File: src/rtl/if_id_pkg.sv
// Shared constants and state encoding for the fetch-to-decode pipeline register.
package if_id_pkg;

  localparam logic [31:0] NOP_INST         = 32'h0000_0000;
  localparam logic [31:0] PC_RESET_DEFAULT = 32'hBFC0_0000;

  typedef enum logic [1:0] {
    EMPTY = 2'd0,
    ONE   = 2'd1,
    TWO   = 2'd2
  } state_t;

  // A fetch that raised an address error must not reach decode as a real opcode.
  function automatic logic [31:0] fetch_word(input logic [31:0] inst, input logic adel);
    fetch_word = adel ? NOP_INST : inst;
  endfunction

endpackage

File: src/rtl/if_id_stage.sv
// IF/ID pipeline register: main entry feeding decode plus one skid entry that
// absorbs the word already in flight from the one-cycle-latency instruction memory.
module if_id_stage
  import if_id_pkg::*;
#(
  parameter logic [31:0] PC_RESET = PC_RESET_DEFAULT
) (
  input  logic        clk,
  input  logic        rst_n,
  input  logic        if_valid,
  input  logic [31:0] if_pc,
  input  logic [31:0] if_inst,
  input  logic        if_adel,
  input  logic        id_stall,
  input  logic        flush,
  input  logic        in_delayslot_in,
  output logic        if_ready,
  output logic        id_valid,
  output logic [31:0] id_pc,
  output logic [31:0] id_inst,
  output logic [5:0]  id_op,
  output logic [4:0]  id_rs,
  output logic [4:0]  id_rt,
  output logic [4:0]  id_rd,
  output logic [4:0]  id_shamt,
  output logic [5:0]  id_func,
  output logic [15:0] id_imm16,
  output logic        id_is_delayslot,
  output logic        id_adel
);

  state_t      state;
  state_t      state_nxt;
  logic        pending_ds;

  logic [31:0] skid_pc;
  logic [31:0] skid_inst;
  logic        skid_adel;

  logic        accept;
  logic        advance;
  logic        load_main_in;
  logic        load_main_skid;
  logic        load_skid;
  logic        go_empty;
  logic        ds_new;

  always_comb begin
    accept         = if_valid & if_ready;
    advance        = id_valid & ~id_stall;
    load_main_in   = 1'b0;
    load_main_skid = 1'b0;
    load_skid      = 1'b0;
    go_empty       = 1'b0;
    state_nxt      = state;
    ds_new         = (advance & in_delayslot_in) | ((state == EMPTY) & pending_ds);

    if (flush) begin
      state_nxt = EMPTY;
    end else begin
      case (state)
        EMPTY: begin
          if (accept) begin
            load_main_in = 1'b1;
            state_nxt    = ONE;
          end
        end
        ONE: begin
          if (accept && advance) begin
            load_main_in = 1'b1;
          end else if (accept) begin
            load_skid = 1'b1;
            state_nxt = TWO;
          end else if (advance) begin
            go_empty  = 1'b1;
            state_nxt = EMPTY;
          end
        end
        TWO: begin
          // if_ready is low here, so no new word competes with the skid.
          if (advance) begin
            load_main_skid = 1'b1;
            state_nxt      = ONE;
          end
        end
        default: state_nxt = EMPTY;
      endcase
    end
  end

  // Control state and the main entry seen by decode
  always_ff @(posedge clk or negedge rst_n) begin
    if (!rst_n) begin
      state           <= EMPTY;
      if_ready        <= 1'b1;
      pending_ds      <= 1'b0;
      id_valid        <= 1'b0;
      id_pc           <= PC_RESET;
      id_inst         <= NOP_INST;
      id_adel         <= 1'b0;
      id_is_delayslot <= 1'b0;
    end else begin
      state    <= state_nxt;
      if_ready <= (state_nxt != TWO);
      if (flush) begin
        pending_ds      <= 1'b0;
        id_valid        <= 1'b0;
        id_inst         <= NOP_INST;
        id_adel         <= 1'b0;
        id_is_delayslot <= 1'b0;
      end else if (load_main_in) begin
        pending_ds      <= 1'b0;
        id_valid        <= 1'b1;
        id_pc           <= if_pc;
        id_inst         <= fetch_word(if_inst, if_adel);
        id_adel         <= if_adel;
        id_is_delayslot <= ds_new;
      end else if (load_main_skid) begin
        pending_ds      <= 1'b0;
        id_valid        <= 1'b1;
        id_pc           <= skid_pc;
        id_inst         <= skid_inst;
        id_adel         <= skid_adel;
        id_is_delayslot <= ds_new;
      end else if (go_empty) begin
        // The branch leaves ID with nothing behind it; remember its slot is owed.
        pending_ds      <= in_delayslot_in;
        id_valid        <= 1'b0;
        id_inst         <= NOP_INST;
        id_adel         <= 1'b0;
        id_is_delayslot <= 1'b0;
      end
    end
  end

  // Skid entry: data only, qualified by state
  always_ff @(posedge clk) begin
    if (load_skid) begin
      skid_pc   <= if_pc;
      skid_inst <= fetch_word(if_inst, if_adel);
      skid_adel <= if_adel;
    end
  end

  assign id_op    = id_inst[31:26];
  assign id_rs    = id_inst[25:21];
  assign id_rt    = id_inst[20:16];
  assign id_rd    = id_inst[15:11];
  assign id_shamt = id_inst[10:6];
  assign id_func  = id_inst[5:0];
  assign id_imm16 = id_inst[15:0];

endmodule

File: config.mk
export PLATFORM = sky130hd
export DESIGN_NAME = if_id_stage
export DESIGN_NICKNAME = d
export VERILOG_FILES = /design/src/rtl/if_id_pkg.sv /design/src/rtl/if_id_stage.sv
export SDC_FILE = /design/constraint.sdc
export NUM_CORES = 1
export LEC_CHECK = 0
export ABC_CLOCK_PERIOD_IN_PS = 6500
export CORE_MARGIN = 2
export CORE_UTILIZATION = 40
export CTS_CLUSTER_DIAMETER = 150
export DETAILED_ROUTE_END_ITERATION = 7
export PLACE_DENSITY = 0.71
export SLEW_MARGIN = 10
export SYNTH_ARGS = -nofsm -noshare
export SYNTH_HDL_FRONTEND = slang
export SYNTH_SLANG_ARGS = --single-unit
File: constraint.sdc
create_clock -name clk -period 6.5 [get_ports clk]
set_clock_uncertainty 0.05 [all_clocks]
set_input_delay 1.95 -clock clk [delete_from_list [all_inputs] [get_ports clk]]
set_output_delay 1.95 -clock clk [all_outputs]
set_load 0.05 [all_outputs]
After elaboration in Yosys (flattened, before gate mapping)
Index checks and enable logic that the tools add are counted.
- output and inout port bits: 116
- logic and storage cells: 68
- bits of input ports: 71
- bits in registers: 136
- muxes and demuxes: 42
- reductions and logical operators: 5
- equal/unequal tests: 3
- bitwise gates (word level): 7
- operator list (operator ; number):
    $mux W32 ; 7
    $mux W1 ; 27
    $mux W2 ; 6
    $pmux W2 S3 ; 1
    $and A1 B1 Y1 ; 4
    $reduce_bool A4 Y1 ; 1
    $eq A2 B1 Y1 const B ; 1
    $eq A2 B2 Y1 const B ; 1
    $logic_not A2 Y1 ; 1
    $ne A2 B2 Y1 const B ; 1
    $not A1 Y1 ; 2
    $pmux W1 S2 ; 1
    $reduce_and A2 Y1 ; 1
    $reduce_bool A2 Y1 ; 1
    $logic_and A1 B1 Y1 ; 1
    $or A1 B1 Y1 ; 1

Depth between registers and ports, before layout
Gate-level depths: netlist of run 1.
- word-level depth: 11
- depth in mapped cells: 7
- mapped depth without buffers: 4

Worst setup path after synthesis of run 1
Ideal clock, no wire load.
- path type: input -> register
- start point: input port id_stall
- end point: register skid_adel (enable)
- slack: -1.040 ns
- path buffers: 1
- arrival time: 6.922 ns
- stages: 4
- setup time: 0.568 ns
- required time: 5.882 ns
- cell sequence: nand2b_1 nand2_1 clkbuf_1 nor3_1
- word-level cells in the longest chain between the ends: 6
- RTL lines (item ; line ; source):
    start: declaration ; if_id_stage.sv:14 ; input logic id_stall,
    $not A1 Y1 ; if_id_stage.sv:50 ; advance = id_valid & ~id_stall;
    $and A1 B1 Y1 ; if_id_stage.sv:50 ;
    $logic_and A1 B1 Y1 ; if_id_stage.sv:69 ; if (accept && advance) begin
    $mux W1 ; if_id_stage.sv:69 ;
    $mux W1 ; if_id_stage.sv:61 ; case (state)
    $mux W1 ; if_id_stage.sv:58 ; if (flush) begin
    named net load_skid ; if_id_stage.sv:44 ; logic load_skid;
    end signal: assignment ; if_id_stage.sv:141 ; skid_adel <= if_adel;
    end: declaration ; if_id_stage.sv:38 ; logic skid_adel;
The timed path passes the listed nets, and every way through them passes these cells.
A chain may end at the register's enable or synchronous reset.

Worst setup path after layout of run 1
- start point: input port id_stall
- end point: register id_inst[20]
- word-level cells in the longest chain between the ends: 8
- elaborated cells between the ends (all ways): 17
- those cells by class: mux: 13; bitwise: 2; reduce/logical: 2
- RTL lines (item ; line ; source):
    $not A1 Y1 (*) ; if_id_stage.sv:50 ;
    $and A1 B1 Y1 (*) ; if_id_stage.sv:50 ;
    $mux W1 / $logic_and A1 B1 Y1 (equally long branches) ; if_id_stage.sv:74, if_id_stage.sv:81, if_id_stage.sv:69 ;
    $mux W1, on equally long branches ; if_id_stage.sv:71, if_id_stage.sv:61, if_id_stage.sv:69 ;
    $mux W1, or another cell as far along ; if_id_stage.sv:69 ;
    $mux W1, or another cell as far along ; if_id_stage.sv:61 ;
    $mux W1 / $mux W32 (equally long branches) ; if_id_stage.sv:58, if_id_stage.sv:111 ;
    $reduce_bool A4 Y1 (no source line) / $mux W32 (equally long branches) ; -- ;
    end signal: assignment ; if_id_stage.sv:115 ; id_inst <= fetch_word(if_inst, if_adel);
    end signal: assignment ; if_id_stage.sv:122 ; id_inst <= skid_inst;
    end: declaration ; if_id_stage.sv:20 ; output logic [31:0] id_inst,
Every way passes the cells marked *; elsewhere a longest branch is shown, timed or not.

==> summary.md, run 1 <==
| Metric | Value |
|---|---|
| Worst rel slew slack | 14.92% |
| DRT iter0 DRCs | 284 |
| Count leader, synth | nand2_1 |
| Final WS setup | 2.586 ns |
| Unrepaired setup endpoints after global routing | no |
| Crit-path max cell delay | 0.96 ns |
| Wire per inst | 17.56 um |
| Count of clock tree sinks | 136 |
| CP most frequent cell | nand2_1 |
| CTS Buf Count | 17 |
| Setup Buffers After CTS | 0 |
| Crit path required time | 6.79 ns |
| CP max-delay cell | a2111oi_4 |
| Pwr Density | 353.4 nW/um^2 |
| Synth Instances | 438 |
| I/O pin count | 187 |
| Arrival @ worst endpoint | 4.20 ns |
| Synth Area in Simple Gates | 13.89% |
| DRT Wirelength | 13500 um |
| Final Critical Period | 3.914 ns |
| Starting Density | 41.14% |
| Post-placement setup slack | 2.154 ns |
| Mapped cell area | 5754 sq um |
| Post-synth top flop | edfxtp_1 |
| PostCTS Resize Cnt | 0 |
| Final worst-path cycle share | 60.22% |
| Critical path class | in2reg |
| HPWL after DPL | 8620 um |
| GRT Total Usage | 18.06% |
| Post-synth EDFFs | 65 |
| CTS Hold Bufs | 0 |
| Register area share after synthesis | 65.01% |
| Number of cells on the worst reg-to-reg path | 5 |
| Synthesis Warnings | 0 |
| Leakage | 3.118 nW |
| Synth unique cells | 29 |
| Hold Fails Final Rpt | 0 |
| GPL Wtd Cong | 0.7942 |
| Outcome | completed |
| Clock Path Buffers | 2 |
| CP Depth | 6 |
| Vias in the first global route | 4054 |
| Synth Area in Compound Gates | 11.76% |
| Synth Area in Adders | 0% |
| Vias per inst | 5.177 |
| Post-synthesis mux area share | 0.1740% |
| First-pass GRT wire length | 20900 um |
| Final setup viols | 0 |
| Post-synthesis xor/xnor area fraction | 0% |
| Die area | 15360 sq um |
| Largest net degree at the start of global routing | 72 |
| Critical-path cell list | clkdlybuf4s50_1 -> and4bb_4 -> a2111oi_4 -> buf_4 -> nand2_1 -> nand2_1 |
| Via count | 3981 |
| Max-slew violation count | 0 |
| Rows | 43 |
| Yosys top cell by area | edfxtp_1 |
| Avg Synthesized Cell Area | 13.14 sq um |
| Fraction of registers with async set/reset | 52.21% |
| Synth Net Count | 509 |
| Die Span Y | 123.9 um |
| Top cells by count, synth | nand2_1 (68), edfxtp_1 (65), dfrtp_1 (61) |
| Hold depth | 2 |
| H-tree lvl count | 4 |
| Largest family of logic cells by synthesized area | simple AND/OR/NAND/NOR gates |
| #FFs+latches synth | 136 |
| DR DRC count | 0 |
| Clk_lat worst skew | 0.41 ns |
| Setup TNS | 0 ns |
| Clock-pin slew on the worst setup and hold paths | 0.05 ns |
| CP startpoint kind | primary input |
| Share of the synthesized area in the top cell type | 33.92% |
| Hold Path Class | reg2reg |
| R2r setup slk | 4.10 ns |
| CP delay by family, top | compound AO/OA/AOI/OAI gates |
| Top area cells in the synthesized netlist | edfxtp_1 (34%), dfrtp_1 (27%), buf_4 (6.4%), a221o_1 (5.7%), a32oi_1 (4.9%) |
| Antenna cells | 0 |
| Number of max-cap violations | 0 |
| Worst Path Max Fanout | 19 |
| Antenna-violating nets left | 0 |
| Buffers plus inverters on the worst setup path | 2 |
| Initial antenna violation count | 0 |
| GRT Residual Overflow | 0 |
| Measured slew at the worst slew-check pin | 1.276 ns |
| Fraction of layout cells with a size suffix above 1 | 7.810% |
| Port-buffer cells | 186 |
| Maximum vdd drop | 305.5 uV |
| Root buf cell | clkbuf_16 |
| Area growth syn-to-layout | 38.05% |
| Pre-antenna DRT Iters | 4 |
| Fmax | 255.5 MHz |
| Core area | 13990 sq um |
| # nets final | 647 |
| TritonCTS clock tree | done |
| Die width | 123.9 um |
| Crit path capture type | flip-flop |
==> area by class of cell <==
class | count | area (sq um)
flip-flops and latches | 136 | 3741
fillers | 1129 | 6045
clock inverters | 6 | 75.07
multi-input cells | 227 | 1514
clock buffers | 26 | 469.2
repair buffers | 194 | 1919
well taps | 180 | 225.2
==> state kept, by name (all words and copies together), names as in the netlist <==
signal / flops
id_is_delayslot: 1
state: 2
id_adel: 1
skid_adel: 1
pending_ds: 1
if_ready: 1
id_inst: 32
id_pc: 32
skid_pc: 32
id_valid: 1
skid_inst: 32
==> routing by layer <==
layer | global-route usage (%) | routed length (um)
met5 | 0 | 0
met4 | 5.688 | 117
met3 | 7.051 | 1291
met2 | 28.30 | 6264
met1 | 23.21 | 5830
==> where the power goes <==
part	internal (mW)	total (mW)	switching [mW]	leakage (nW)
logic	0.288	0.825	0.537	1.35
clock network	0.570	0.892	0.323	0.261
registers	1.02	1.09	0.0693	1.50
==> worst reg2reg max path, stage by stage (launching register included) <==
cell and delay (ns):
dfrtp_1 0.44, and4bb_4 0.40, nor2b_4 0.74, buf_4 0.41, and2_1 0.18, a221o_1 0.11
==> cell families (layout without fill, tap and decap cells) <==
logic type	count (synthesis)	in the layout
compound gates	72	72
buf+inv	75	226
flops	136	136
mux	1	1
simple gates	154	154
==> per-stage QoR <==
step | util [%] | cells | hold WS [ns] | instance area [sq um] | power [mW]
final | 56.79 | 769 | 0.4035 | 7944 | 2.808
after CTS | 56.79 | 769 | 0.4065 | 7944 | 2.834
after detailed placement | 52.90 | 737 | 0.3941 | 7400 | 1.929
after global placement | 52.90 | 737 | 0.3879 | 7400 | 1.919
after floorplan | - | 438 | 0.3831 | 5759 | 1.647
after global routing | 56.79 | 769 | 0.4234 | 7944 | 2.917
==> final timing paths <==
path                                from          end
min in group asynchronous          rst_n    id_pc[10]
max in group asynchronous          rst_n   id_inst[1]
hold / removal             skid_inst[26]  id_inst[26]
setup / recovery                id_stall  id_inst[20]
hold reg to reg            skid_inst[26]  id_inst[26]
setup reg to reg                state[0]     id_pc[6]
==> cell usage in the layout (no fill, tap or decap) <==
cell type,n
a2111oi_4,1
a21o_1,1
a21oi_1,2
a221o_1,33
a32o_1,1
a32oi_1,32
and2_1,35
and2b_1,1
and4bb_1,1
and4bb_4,1
buf_4,9
bufinv_16,2
clkbuf_1,8
clkbuf_16,17
clkbuf_8,1
clkdlybuf4s50_1,185
clkinv_1,4
dfrtp_1,61
dfstp_2,10
edfxtp_1,65
mux2i_1,1
nand2_1,68
nand2_2,1
nand2b_1,1
nor2_1,4
nor2_2,1
nor2b_1,34
nor2b_4,1
nor3_1,1
nor3_4,2
o21ai_1,1
o22ai_1,1
or2_1,1
or3_1,2
(Power assumes the default switching activity.)
==> run 2: changes to the inputs <==
--- a/config.mk
+++ b/config.mk
@@ -5,7 +5,7 @@
 export SDC_FILE = /design/constraint.sdc
 export NUM_CORES = 1
 export LEC_CHECK = 0
-export ABC_CLOCK_PERIOD_IN_PS = 6500
+export ABC_CLOCK_PERIOD_IN_PS = 3700
 export CORE_MARGIN = 2
 export CORE_UTILIZATION = 40
 export CTS_CLUSTER_DIAMETER = 150
==> constraint.sdc (replaced) <==
create_clock -name clk -period 3.7 [get_ports clk]
set_clock_uncertainty 0.05 [all_clocks]
set_input_delay 1.11 -clock clk [delete_from_list [all_inputs] [get_ports clk]]
set_output_delay 1.11 -clock clk [all_outputs]
set_load 0.05 [all_outputs]
==> run 2 against run 1 <==
  * Total power grew 85%
  * Highest routed layer unchanged
  * Final cell count grew 0.39%
  * Register-to-register slack lost 2.7 ns
  * Sequential power grew 76%
  * Die area is the same
  * Sequential share of layout area shrank 0.68 points
  * Clock power grew 100%
  * Worst setup slack lost 1.9 ns
  * Via count grew 0.13%
  * Non-clock buffer count grew 3
  * Combinational power grew 76%
  * Critical path type is now reg2out
  * Flip-flop and latch count is the same
==> summary.md, run 2 (synthesized netlist as in run 1, its figures left out) <==
| Metric | Value |
|---|---|
| Overall power | 5.191 mW (was 2.808 mW) |
| CP startpoint kind | flip-flop (was primary input) |
| Global routing's busiest layer | met2 (unchanged) |
| Largest net degree at the start of global routing | 72 (unchanged) |
| Placed cell count | 740 (was 737) |
| Number of max-cap violations | 0 (unchanged) |
| Buffers plus inverters on the worst setup path | 1 (was 2) |
| Die area | 15360 sq um (unchanged) |
| Met1 Use GR | 23.56% (was 23.21%) |
| GRT Total Usage | 18.32% (was 18.06%) |
| Endpoint, Worst Hold | id_inst[13] (was id_inst[26]) |
| Sw power | 1.711 mW (was 928.6 uW) |
| Initial antenna violation count | 0 (unchanged) |
| Setup Buffers After CTS | 0 (unchanged) |
| Util after Layout | 57.62% (was 56.79%) |
| Root buf cell | clkbuf_16 (unchanged) |
| CTS Buf Count | 17 (unchanged) |
| DRT iter0 DRCs | 235 (was 284) |
| RR Endpoint | id_pc[21] (was id_pc[6]) |
| Die width | 123.9 um (unchanged) |
| Setup TNS | 0 ns (unchanged) |
| Wire per inst | 17.49 um (was 17.56 um) |
| Crit path required time | 2.54 ns (was 6.79 ns) |
| Switching portion of total power | 32.97% (was 33.08%) |
| H-tree lvl count | 4 (unchanged) |
| Worst Path Max Fanout | 3 (was 19) |
| Port-buffer cells | 186 (unchanged) |
| Critical-path cell list | clkdlybuf4s50_1 (was clkdlybuf4s50_1 -> and4bb_4 -> a2111oi_4 -> buf_4 -> nand2_1 -> nand2_1) |
| Pre-antenna DRT Iters | 6 (was 4) |
| Final Critical Period | 2.966 ns |
| Outcome | completed (unchanged) |
| Count of clock tree sinks | 136 (unchanged) |
| Worst hold start | skid_inst[13] (was skid_inst[26]) |
| Crit-path max cell delay | 0.82 ns (was 0.96 ns) |
| Rows | 43 (unchanged) |
| I/O pin count | 187 (unchanged) |
| Antenna cells | 0 (unchanged) |
| Global Route met3 Usage | 6.090% (was 7.051%) |
| Hold Path Class | reg2reg (unchanged) |
| Max-slew violation count | 0 (unchanged) |
| Pwr Density | 644.0 nW/um^2 (was 353.4 nW/um^2) |
| CTS Hold Bufs | 0 (unchanged) |
| Gate power share | 27.9% (was 29.4%) |
| Via count | 3986 (was 3981) |
| Maximum vdd drop | 502.5 uV (was 305.5 uV) |
| Crit path capture type | output port (was flip-flop) |
| Clock-pin slew on the worst setup and hold paths | 0.06 ns (was 0.05 ns) |
| Cell Area, Placed | 7422 sq um (was 7400 sq um) |
| R2r setup slk | 1.38 ns (was 4.10 ns) |
| FILL cells | 1122 (was 1129) |
| Area growth syn-to-layout | 40.07% (was 38.05%) |
| Number of cells on the worst reg-to-reg path | 4 (was 5) |
| Reg-to-reg startpoint | if_ready (was state[0]) |
| PostCTS Resize Cnt | 0 (unchanged) |
| First-pass GRT wire length | 20990 um (was 20900 um) |
| Clock Path Buffers | 2 (unchanged) |
| Hold Fails Final Rpt | 0 (unchanged) |
| DRT Wirelength | 13500 um (about the same) |
| Clock network power share | 35.1% (was 31.8%) |
| Clk_lat worst skew | 0.43 ns (was 0.41 ns) |
| Fraction of layout cells with a size suffix above 1 | 10.14% (was 7.810%) |
| Sequential power share | 36.9% (was 38.8%) |
| DR DRC count | 0 (unchanged) |
| Final setup viols | 0 (unchanged) |
| CP delay by family, top | buffers and inverters (was compound AO/OA/AOI/OAI gates) |
| Final Non-Filler Cells | 772 (was 769) |
| Most frequent cells in the layout | clkdlybuf4s50_1 (185), nand2_1 (68), edfxtp_1 (65), dfrtp_1 (61), and2_1 (35) (unchanged) |
| CP max-delay cell | clkdlybuf4s50_1 (was a2111oi_4) |
| Grt met2 use | 28.40% (was 28.30%) |
| Finished Cell Area | 8060 sq um (was 7944 sq um) |
| Area of the multi-input gates | 1514 sq um (unchanged) |
| Register area | 3741 sq um (unchanged) |
| Measured slew at the worst slew-check pin | 1.102 ns (was 1.276 ns) |
| Commonest non-fill, non-tap cell in the layout | clkdlybuf4s50_1 (unchanged) |
| # nets final | 650 (was 647) |
| Starting Density | 41.14% (unchanged) |
| Internal | 3.480 mW (was 1.879 mW) |
| Vias in the first global route | 3958 (was 4054) |
| GPL Wtd Cong | 0.7682 (was 0.7942) |
| Die Span Y | 123.9 um (unchanged) |
| TritonCTS clock tree | done (unchanged) |
| Unrepaired setup endpoints after global routing | no (unchanged) |
| Worst rel slew slack | 26.54% (was 14.92%) |
| Core area | 13990 sq um (unchanged) |
| Arrival @ worst endpoint | 1.81 ns (was 4.20 ns) |
| Fmax | 337.1 MHz |
| GRT Residual Overflow | 0 (unchanged) |
| Critical path class | reg2out (was in2reg) |
| Vias per inst | 5.163 (was 5.177) |
| Hold depth | 2 (unchanged) |
| Leakage | 3.187 nW (was 3.118 nW) |
| CP Depth | 1 (was 6) |
| HPWL after DPL | 8672 um (was 8620 um) |
| Final worst-path cycle share | 80.17% |
| Antenna-violating nets left | 0 (unchanged) |
==> run 2: per-stage QoR <==
step | worst slack (ns) | hold WS (ns)
5_1_grt | 0.6761 | 0.4254
4_1_cts | 0.7058 | 0.4035
2_1_floorplan | 0.006675 | 0.3831
6_report | 0.7337 | 0.4033
3_5_place_dp | 0.3272 | 0.3909
3_3_place_gp | 0.3732 | 0.3879
==> run 2: final cells by class <==
class	count	area share, %
Clock inverter	13	2.158
Sequential cell	136	46.41
Tap cell	180	2.794
Multi-Input combinational cell	227	18.78
Clock buffer	19	5.759
Timing Repair Buffer	197	24.09
==> run 2: tightest hold or removal path: stages, from the launching register on <==
cell      delay [ns]
edfxtp_1        0.32
a32oi_1         0.05
nand2_1         0.06
==> run 2: power by group through the flow <==
stage	combinational [mW]	sequential, mW	clock (mW)
after global placement	1.44	1.94	0
after detailed placement	1.46	1.93	0
final	1.45	1.92	1.82
after global routing	1.52	1.94	1.93
after CTS	1.46	1.92	1.85
after floorplan	0.462	2.43	0
==> run 2: worst max path at each step <==
stage	from	end	slack [ns]
floorplan	id_stall	skid_adel	0.007
global placement	id_stall	id_is_delayslot	0.37
detailed placement	if_valid	id_pc[10]	0.33
CTS	if_ready	if_ready	0.71
global route	id_stall	id_is_delayslot	0.68
finish	if_ready	if_ready	0.73
==> run 2: metal layers <==
| metal | vias to the layer above | wire length (um) | part of all wire (%) |
|---|---|---|---|
| met5 | - | 0 | 0 |
| met4 | 0 | 204 | 1.5 |
| met3 | 18 | 1143 | 8.5 |
| met2 | 189 | 6328 | 47 |
| met1 | 1949 | 5825 | 43 |
| li1 | 1830 | - | - |
